`config.mk`:
```
export PLATFORM = sky130hd
export DESIGN_NAME = seq_multiplier_flat
export DESIGN_NICKNAME = d
export VERILOG_FILES = /design/src/rtl/seq_multiplier_pkg.sv /design/src/rtl/seq_multiplier_if.sv /design/src/rtl/seq_multiplier_twos_abs.sv /design/src/rtl/seq_multiplier.sv /design/src/flat_wrapper.sv
export SDC_FILE = /design/constraint.sdc
export NUM_CORES = 1
export LEC_CHECK = 0
export BUFFER_PORTS_ARGS = -buffer_cell sky130_fd_sc_hd__buf_2
export CORE_ASPECT_RATIO = 1.1
export CORE_MARGIN = 5
export CORE_UTILIZATION = 60
export CTS_BUF_LIST = sky130_fd_sc_hd__clkbuf_8
export CTS_CLUSTER_SIZE = 28
export DETAILED_ROUTE_END_ITERATION = 7
export MAX_ROUTING_LAYER = met4
export PLACE_DENSITY = 0.88
export SYNTH_ARGS = -nofsm -noshare
export SYNTH_HDL_FRONTEND = slang
export SYNTH_SLANG_ARGS = --single-unit
```
`constraint.sdc`:
```
create_clock -name Clock -period 10.5 [get_ports Clock]
set_input_delay 1.05 -clock Clock [delete_from_list [all_inputs] [get_ports Clock]]
set_output_delay 1.05 -clock Clock [all_outputs]
set_load 0.01 [all_outputs]
```
`src/rtl/seq_multiplier_pkg.sv`:
```
// rtl/seq_multiplier_pkg.sv - shared widths and state encoding for the shift-add multiplier
package seq_multiplier_pkg;

   localparam int MUL_WIDTH      = 24;
   localparam int MUL_PROD_WIDTH = 2 * MUL_WIDTH;

   typedef enum logic [1:0] {
      IDLE = 2'd0,
      RUN  = 2'd1,
      DONE = 2'd2
   } mul_state_e;

endpackage

```
`src/rtl/seq_multiplier_if.sv`:
```
// rtl/seq_multiplier_if.sv - control-unit to multiplier request/result bundle
interface seq_multiplier_if
   import seq_multiplier_pkg::*;
#(
   parameter int WIDTH = MUL_WIDTH
);

   logic               Start;
   logic               SignedOp;
   logic [WIDTH-1:0]   OperandA;
   logic [WIDTH-1:0]   OperandB;
   logic               Busy;
   logic [2*WIDTH-1:0] Product;
   logic               MulWrite;

   modport master (
      output Start, SignedOp, OperandA, OperandB,
      input  Busy, Product, MulWrite
   );

   modport slave (
      input  Start, SignedOp, OperandA, OperandB,
      output Busy, Product, MulWrite
   );

endinterface

```
`src/rtl/seq_multiplier_twos_abs.sv`:
```
// rtl/seq_multiplier_twos_abs.sv - conditional two's-complement magnitude
module twos_abs
   import seq_multiplier_pkg::*;
#(
   parameter int WIDTH = MUL_WIDTH
) (
   input  logic [WIDTH-1:0] value,
   input  logic             enable,
   output logic [WIDTH-1:0] magnitude
);

   // The most negative input maps to 2^(WIDTH-1), which is exact as an unsigned WIDTH-bit value.
   assign magnitude = (enable && value[WIDTH-1]) ? (~value + 1'b1) : value;

endmodule

```
`src/rtl/seq_multiplier.sv`:
```
// rtl/seq_multiplier.sv - multi-cycle shift-add multiplier, one multiplier bit per cycle
module seq_multiplier
   import seq_multiplier_pkg::*;
#(
   parameter int WIDTH = MUL_WIDTH
) (
   input  logic            Clock,
   input  logic            ResetN,
   seq_multiplier_if.slave bus
);

   localparam int PW = 2 * WIDTH;
   localparam int CW = $clog2(WIDTH);
   localparam logic [CW-1:0] LAST = CW'(WIDTH - 1);

   mul_state_e       state;
   logic [PW-1:0]    acc;
   logic [PW-1:0]    mcand;
   logic [WIDTH-1:0] mplier;
   logic [CW-1:0]    count;
   logic             neg;
   logic [WIDTH-1:0] mag_a;
   logic [WIDTH-1:0] mag_b;
   logic [PW-1:0]    acc_next;

   twos_abs #(.WIDTH(WIDTH)) u_abs_a (
      .value     (bus.OperandA),
      .enable    (bus.SignedOp),
      .magnitude (mag_a)
   );

   twos_abs #(.WIDTH(WIDTH)) u_abs_b (
      .value     (bus.OperandB),
      .enable    (bus.SignedOp),
      .magnitude (mag_b)
   );

   // The multiplicand register is pre-shifted each cycle, so it always equals |A| << count.
   assign acc_next = mplier[0] ? (acc + mcand) : acc;

   always_ff @(posedge Clock or negedge ResetN) begin
      if (!ResetN) begin
         state        <= IDLE;
         acc          <= '0;
         mcand        <= '0;
         mplier       <= '0;
         count        <= '0;
         neg          <= 1'b0;
         bus.Busy     <= 1'b0;
         bus.Product  <= '0;
         bus.MulWrite <= 1'b0;
      end else begin
         bus.MulWrite <= 1'b0;
         case (state)
            IDLE: begin
               if (bus.Start) begin
                  mcand    <= {{WIDTH{1'b0}}, mag_a};
                  mplier   <= mag_b;
                  neg      <= bus.SignedOp & (bus.OperandA[WIDTH-1] ^ bus.OperandB[WIDTH-1]);
                  acc      <= '0;
                  count    <= '0;
                  bus.Busy <= 1'b1;
                  state    <= RUN;
               end
            end
            RUN: begin
               acc    <= acc_next;
               mcand  <= mcand << 1;
               mplier <= mplier >> 1;
               count  <= count + 1'b1;
               // Final iteration: publish the product so it is valid during the DONE cycle.
               if (count == LAST) begin
                  bus.Product  <= neg ? (~acc_next + 1'b1) : acc_next;
                  bus.MulWrite <= 1'b1;
                  state        <= DONE;
               end
            end
            DONE: begin
               bus.Busy <= 1'b0;
               state    <= IDLE;
            end
            default: begin
               bus.Busy <= 1'b0;
               state    <= IDLE;
            end
         endcase
      end
   end

endmodule
```
`src/flat_wrapper.sv`:
```
// flat-port wrapper written by rule: the top's interface ports become plain ports
module seq_multiplier_flat import seq_multiplier_pkg::*;
#(
   parameter int WIDTH = MUL_WIDTH
)
  (Clock, ResetN, bus_Start, bus_SignedOp, bus_OperandA, bus_OperandB, bus_Busy, bus_Product, bus_MulWrite);
  seq_multiplier_if #(.WIDTH(WIDTH)) bus_i ();
  input  logic Clock;
  input  logic ResetN;
  input wire logic [$bits(bus_i.Start)-1:0] bus_Start;
  input wire logic [$bits(bus_i.SignedOp)-1:0] bus_SignedOp;
  input wire logic [$bits(bus_i.OperandA)-1:0] bus_OperandA;
  input wire logic [$bits(bus_i.OperandB)-1:0] bus_OperandB;
  output wire logic [$bits(bus_i.Busy)-1:0] bus_Busy;
  output wire logic [$bits(bus_i.Product)-1:0] bus_Product;
  output wire logic [$bits(bus_i.MulWrite)-1:0] bus_MulWrite;
  assign bus_i.Start = bus_Start;
  assign bus_i.SignedOp = bus_SignedOp;
  assign bus_i.OperandA = bus_OperandA;
  assign bus_i.OperandB = bus_OperandB;
  assign bus_Busy = bus_i.Busy;
  assign bus_Product = bus_i.Product;
  assign bus_MulWrite = bus_i.MulWrite;
  seq_multiplier #(.WIDTH(WIDTH)) u_core (.Clock(Clock), .ResetN(ResetN), .bus(bus_i));
endmodule
```
==> results of run 1 <==
[worst max-delay path: cells and delay by family, from the launching register on]
kind / cells / cell delay, ps
xor+xnor: 1 / 190
fa+ha+maj: 1 / 390
simple gates: 4 / 2290
flops: 1 / 430
compound gates: 6 / 1340
[cell usage in the layout (no fill, tap or decap), drive strengths merged, types with 13 or more instances in the layout]
cell / instances
a22oi: 41
nor2b: 13
o31ai: 25
and4: 17
a21o: 27
o22ai: 18
ha: 51
nand2: 195
a21oi: 88
xor2: 31
o21ai: 184
nand3: 42
a22o: 40
dfrtp: 178
nor3: 34
nor2: 78
xnor2: 62
a31oi: 20
nor4: 17
a211oi: 15
clkbuf: 17
buf: 114
nand4: 45
inv: 38
[cell type report]
type	count	area [µm²]
clock inverter	15	194
multi-input combinational	1250	8080
inverter	32	120
tap	290	363
timing repair buffer	114	609
fill	1787	7310
clock buffer	17	234
sequential	178	4460
[metal layers]
layer  GRT usage, %  wire length, µm  vias up
met5              -                0        -
met4           20.0             2650        0
met1           37.8            15200     6112
li1               -                -     5953
met3           4.01             1900      138
met2           52.6            18500      476
[cell families after synthesis]
group	share of synthesized area, %
XOR/XNOR	6.26
adder cells (fa/ha/maj)	5.06
AND/OR/NAND/NOR	20.1
buffers and inverters	3.90
multiplexers	1.20
flip-flops	34.2
AO/OA/AOI/OAI	29.2
[cell usage after synthesis (30+ instances only)]
cell and instances:
a22o_1 40, nor3_1 34, xor2_1 31, o21ai_0 173, xnor2_1 62, clkbuf_1 81, nor2_1 78, inv_1 30
nand4_1 43, dfrtp_1 178, ha_1 51, a21oi_1 84, a22oi_1 41, nand3_1 42, nand2_1 195
[registers in the layout (all words and copies together) (netlist names)]
signal               cells
u_core.acc              48
u_core.bus.Busy          1
u_core.bus.MulWrite      1
u_core.bus.Product      48
u_core.count             5
u_core.mcand            48
u_core.mplier           24
u_core.neg               1
u_core.state             2
[stage by stage]
step	utilization, %	std cells	hold slack [ps]
2_1_floorplan	-	1560	466
3_3_place_gp	63.8	1864	459
3_5_place_dp	63.8	1864	465
4_1_cts	65.8	1896	487
5_1_grt	65.8	1896	515
6_report	65.8	1896	481
[path summary, 6_finish.rpt]
| kind | cells after the start | startpoint | end | slack (ps) |
|---|---|---|---|---|
| worst max-delay path | 12 | u_core.mcand[3] | u_core.bus.Product[42] | 5720 |
| worst max register to register | 12 | u_core.mcand[3] | u_core.bus.Product[42] | 5720 |
| worst min register to register | 2 | u_core.bus.Product[41] | u_core.bus.Product[41] | 480 |
| max in group asynchronous | 2 | ResetN | u_core.mplier[0] | 8310 |
| min in group asynchronous | 1 | ResetN | u_core.acc[33] | 640 |
| worst min-delay path | 2 | u_core.bus.Product[41] | u_core.bus.Product[41] | 480 |
[power groups by stage]
| stage | combinational (µW) | clock (µW) | sequential, µW |
|---|---|---|---|
| finish | 2800 | 517 | 1200 |
| global route | 3080 | 547 | 1230 |
| CTS | 2770 | 520 | 1190 |
| detailed placement | 2750 | 0 | 1200 |
| floorplan | 2030 | 0 | 1140 |
| global placement | 2700 | 0 | 1190 |
==> reports/results.ini, run 1 <==
[outcome]
outcome = finished, final reports clean

[cells_and_area]
area_growth_pct = 7.97
design_area_mm2 = 0.0141
layout.nets = 1697
n_antenna_cell = 0
layout-drive-gt1-share_pct = 11.6

[routing]
drc_errors = 0
drtIter0Drc = 993
drt_wl_total_um = 38300
drt-pass1-iter-count = 6
post_drt_wl_per_cell_um = 20.2
vias = 12700
viasPerCell = 6.69
ant_nets = 0

[clock_network]
tritoncts.num_buffers = 17
hold_buffers = 0
clock_path_buffers = 2
htree_levels = 4
cts_num_sinks = 178
cts_tree = done
insertion_delay_ps = 480
path_clk_slew_ps = 110
post-cts-setup-buffers = 0
cts_root_buf = clkbuf_8
post_cts_resized = 0

[timing]
setup_viol = 0
setup_ws_ps = 5720
hold_viol_final = 0
fmax_mhz = 209
slew_violations = 0
slew_headroom_pct = 30.0
fin_crit_ps = 4780
rsz0062_at_grt = no
tns_ps = 0
worst_pin_slew_ps = 1050
finalCritPeriodShare_pct = 45.5
fin_skew_ps = 20.3

[power]
swShare_pct = 51.7
seq_power_share_pct = 26.6
power.switching_uw = 2340
total_power_uw = 4520
p_int_uw = 2190
p_leak_uw = 0.00599
comb_power_share_pct = 62.0
power_density_mw_per_mm2 = 322
clkPwrFrac_pct = 11.4
max-vdd-ir-drop_uv = 191

[placed_design]
place.gp.congestion = 0.972
port_buffers = 101
dp_hpwl_um = 28400
dp_slack_ps = 5850
dpl_cell_area_mm2 = 0.0136

[yosys]
ys_top_cells_by_area = dfrtp_1 (34%), o21ai_0 (6.7%), nand2_1 (5.6%), ha_1 (4.9%), xnor2_1 (4.2%)
ys_types = 85
avgSynthCellArea_um2 = 8.35
syn_inst = 1560
yosys_warnings = 0
synth_top_area_share_pct = 34.2
ys_seq_area_share_pct = 34.2
syn_nets = 1664
ys_ff_latch = 178
postSynth.asyncResetShare_pct = 100
synth_top_cell_by_area = dfrtp_1
netlist_area_mm2 = 0.0130
synth_ff_type = dfrtp_1
synth-edff-count = 0

[critical_path]
cp_slowest_stage_delay_ps = 890
cpMaxStageDelayCell = nor4_1
crit_required_ps = 10840
path_cells = ha_1 > a21o_1 > a21o_1 > o21ai_1 > a211oi_1 > nor3b_1 > nand4b_1 > nor4_1 > nand4_1 > o41ai_1 > xor2_1 > o21ai_1
crit_type = flip-flop to flip-flop
crit_arrival_ps = 5120
worstSetupEndpointType = flip-flop
start_kind = flip-flop
critPathMaxFanout = 6

[die]
pin_count = 102
initial_core_util_pct = 60.9
core_mm2 = 0.0214
die_w_um = 150
rows = 56
dieArea_mm2 = 0.0247
die_y_um = 164

[grt]
grt_usage_pct = 32.2
grt_max_degree = 106
antenna_found_initial = 0
grt_pass1_wl_um = 62200
grt_overflow_total = 0
grt_pass1_vias = 12200

[flow_run]
maxCapViolCount = 0

[hold_path]
hp-class = flip-flop to flip-flop

Note: power is estimated with default switching activity, not from simulation.
==> inputs of run 2 (changes only) <==
--- a/config.mk
+++ b/config.mk
@@ -5,6 +5,7 @@
 export SDC_FILE = /design/constraint.sdc
 export NUM_CORES = 1
 export LEC_CHECK = 0
+export ABC_AREA = 1
 export BUFFER_PORTS_ARGS = -buffer_cell sky130_fd_sc_hd__buf_2
 export CORE_ASPECT_RATIO = 1.1
 export CORE_MARGIN = 5
@@ -13,7 +14,7 @@
 export CTS_CLUSTER_SIZE = 28
 export DETAILED_ROUTE_END_ITERATION = 7
 export MAX_ROUTING_LAYER = met4
-export PLACE_DENSITY = 0.88
+export PLACE_DENSITY = 0.87
 export SYNTH_ARGS = -nofsm -noshare
 export SYNTH_HDL_FRONTEND = slang
 export SYNTH_SLANG_ARGS = --single-unit
==> constraint.sdc (replaced) <==
create_clock -name Clock -period 4.4 [get_ports Clock]
set_input_delay 0.44 -clock Clock [delete_from_list [all_inputs] [get_ports Clock]]
set_output_delay 0.44 -clock Clock [all_outputs]
set_load 0.01 [all_outputs]
==> run 2 against run 1 <==
  * Sequential share of layout area shrank 2.6 points
  * Largest cell class unchanged
  * Die area grew 8.0%
  * Clock-buffer cell count is the same
==> reports/results.ini, run 2 <==
[outcome]
outcome = finished, final reports clean

[grt]
top_usage_layer = met2
grtUsageMet1_pct = 40.0  ; +2.2 points
grt_pass1_vias = 14200  ; +16%
grt_util_met3_pct = 4.12  ; +0.12 points
grt_pass1_wl_um = 72800  ; +17%
use_met2_pct = 60.3  ; +7.8 points
grt_overflow_total = 0  ; unchanged
grt_usage_pct = 35.4  ; +3.3 points
antenna_found_initial = 0  ; unchanged
grt_max_degree = 93  ; -12%

[yosys]
synth_top_area_share_pct = 31.5  ; -2.7 points
synth-edff-count = 0  ; unchanged
postSynth.asyncResetShare_pct = 100  ; unchanged
ys_ff_latch = 178  ; unchanged
ys_types = 50  ; -41%
ys_seq_area_share_pct = 31.5  ; -2.7 points
avgSynthCellArea_um2 = 6.39  ; -23%
synth_most_common_cell = nand2_1
syn_inst = 2211  ; +42%
synthTopCellsByCount = nand2_1 (802), inv_1 (305), dfrtp_1 (178), nor2_1 (177), nand3_1 (146)
yosys_warnings = 0  ; unchanged
netlist_area_mm2 = 0.0141  ; +8.6%
ys_top_cells_by_area = dfrtp_1 (32%), nand2_1 (21%), inv_1 (8.1%), nand3_1 (5.2%), nor2_1 (4.7%)
synth_top_cell_by_area = dfrtp_1
syn_nets = 2315  ; +39%
synth_ff_type = dfrtp_1

[timing]
fin_crit_ps = 3490  ; -1290 ps
fmax_mhz = 286  ; +37%
slew_violations = 0  ; unchanged
hold_viol_final = 0  ; unchanged
rsz0062_at_grt = no
finalCritPeriodShare_pct = 79.4  ; +34 points
fin_skew_ps = 24.4  ; +4.16 ps
worst_pin_slew_ps = 920  ; -130 ps
slew_headroom_pct = 38.6  ; +8.6 points
setup_ws_ps = 907  ; -4810 ps
tns_ps = 0  ; unchanged
setup_viol = 0  ; unchanged

[cells_and_area]
multi_input_area_mm2 = 0.00823  ; +1.8%
n_antenna_cell = 0  ; unchanged
layout.nets = 2385  ; +41%
layout_commonest_cell = nand2_1
area_growth_pct = 8.39
largestRegisters = u_core.acc: 48 flops, u_core.bus.Product: 48 flops, u_core.mcand: 48 flops
layout-drive-gt1-share_pct = 9.81  ; -1.8 points
seqCellArea_mm2 = 0.00446  ; unchanged
nFillCells = 2186  ; +22%
layout_common_cells = nand2_1 (801), inv_1 (305), dfrtp_1 (177), nor2_1 (175), nand3_1 (146)

[routing]
drc_errors = 0  ; unchanged
post_drt_wl_per_cell_um = 17.7  ; -12%
viasPerCell = 5.70  ; -15%
vias = 14800  ; +17%
drt_wl_total_um = 45900  ; +20%
ant_nets = 0  ; unchanged
drtIter0Drc = 1392  ; +40%
drt-pass1-iter-count = 6  ; unchanged

[die]
pin_count = 102  ; unchanged
die_w_um = 156  ; +3.9%
die_y_um = 171  ; +3.9%
dieArea_mm2 = 0.0267  ; +8.0%
rows = 59  ; +5.4%
initial_core_util_pct = 60.4  ; -0.52 points
core_mm2 = 0.0234  ; +9.5%

[critical_path]
ff2ff_setup_slack_ps = 910  ; -4810 ps
ff2ff_path_depth = 20  ; +8
crit_arrival_ps = 3890  ; -1230 ps
critPathMaxFanout = 5  ; -1
worstSetupEndpointType = flip-flop
crit_type = flip-flop to flip-flop
start_kind = flip-flop
crit_required_ps = 4800  ; -6040 ps

[placed_design]
dp_slack_ps = 1030  ; -4810 ps
place.gp.congestion = 1.06  ; +9.1%
port_buffers = 101  ; unchanged
dp_hpwl_um = 35500  ; +25%

[clock_network]
path_clk_slew_ps = 120  ; about the same
cts_root_buf = clkbuf_8
htree_levels = 4  ; unchanged
post-cts-setup-buffers = 0  ; unchanged
post_cts_resized = 0  ; unchanged
tritoncts.num_buffers = 17  ; unchanged
insertion_delay_ps = 500  ; +20 ps
clock_path_buffers = 2  ; unchanged
cts_num_sinks = 178  ; unchanged
cts_tree = done
hold_buffers = 0  ; unchanged

[power]
max-vdd-ir-drop_uv = 574  ; +200%
power.switching_uw = 7910  ; +240%
p_int_uw = 5670  ; +160%
p_leak_uw = 0.00835  ; +40%
total_power_uw = 13600  ; +200%
clkPwrFrac_pct = 9.1  ; -2.3 points
power_density_mw_per_mm2 = 886  ; +180%
seq_power_share_pct = 21.8  ; -4.8 points
comb_power_share_pct = 69.1  ; +7.1 points
swShare_pct = 58.3  ; +6.6 points

[flow_run]
maxCapViolCount = 0  ; unchanged

[hold_path]
hp-class = input pin to async pin

-- run 2: critical path, stage by stage (launching register included) --
cell     delay [ps]
dfrtp_1         460
ha_1            430
nand2_1         170
nor2_1          230
nand2_1         170
nor2_1          120
nand2_1          80
nand3_1         210
nand2_1         210
nand2_1         100
nand2_1          70
nand2_2         180
nand2_1          80
nor2_2          170
nand3_4         120
nor2_4          150
nand3_1         150
nand2_1         100
nand2_1          60
nand3_1          70
nand2_1          60
-- run 2: cell families (layout without fill, tap and decap cells) --
kind of cell               count (synthesis)  in the layout  synth area share [%]
DFF                                      178            178                  31.5
adders and majority gates                 52             52                  4.66
buffers and inverters                    383            466                  10.3
AOI/OAI and AO/OA                        309            309                  13.1
xor gates and xnor gates                  52             52                  3.22
and+or+nand+nor                         1237           1237                  37.1
-- run 2: per-layer routing --
metal  share of wire [%]  vias up
li1                    -     7214
met1                  38     6795
met2                  49      630
met3                 6.0      173
met4                 7.0        0
met5                   0        -
-- run 2: metrics by stage --
step | cells | util (%) | hold slack, ps | cell area, µm²
2_1_floorplan | 2211 | - | 144 | 14100
3_3_place_gp | 2567 | 63.6 | 460 | 14900
3_5_place_dp | 2567 | 63.6 | 461 | 14900
4_1_cts | 2599 | 65.5 | 43.4 | 15300
5_1_grt | 2599 | 65.5 | 86.4 | 15300
6_report | 2599 | 65.5 | 4.95 | 15300
-- run 2: worst paths after layout --
kind | endpoint | from
max | u_core.bus.Product[40] | u_core.acc[14]
min | u_core.acc[41] | ResetN
max reg2reg | u_core.bus.Product[40] | u_core.acc[14]
min reg2reg | u_core.bus.Product[33] | u_core.bus.Product[33]
max in group asynchronous | u_core.bus.Product[32] | ResetN
min in group Clock | u_core.mplier[23] | bus_OperandB[23]
-- run 2: area by class of cell --
class / instances / share of cell area [%]
multi-input cells: 1650 / 53.7
flip-flops and latches: 178 / 29.1
inverters: 320 / 7.84
repair buffers: 114 / 4.06
well taps: 305 / 2.49
clock buffers: 17 / 1.53
clock inverters: 15 / 1.28
-- run 2: power groups by stage --
stage          Clock (µW)  Combinational, µW  Sequential, µW
5_1_grt              1300              10400            3010
4_1_cts              1240               9220            2930
6_report             1240               9380            2960
3_5_place_dp            0               9150            2960
2_1_floorplan           0               6530            2820
3_3_place_gp            0               9020            2940
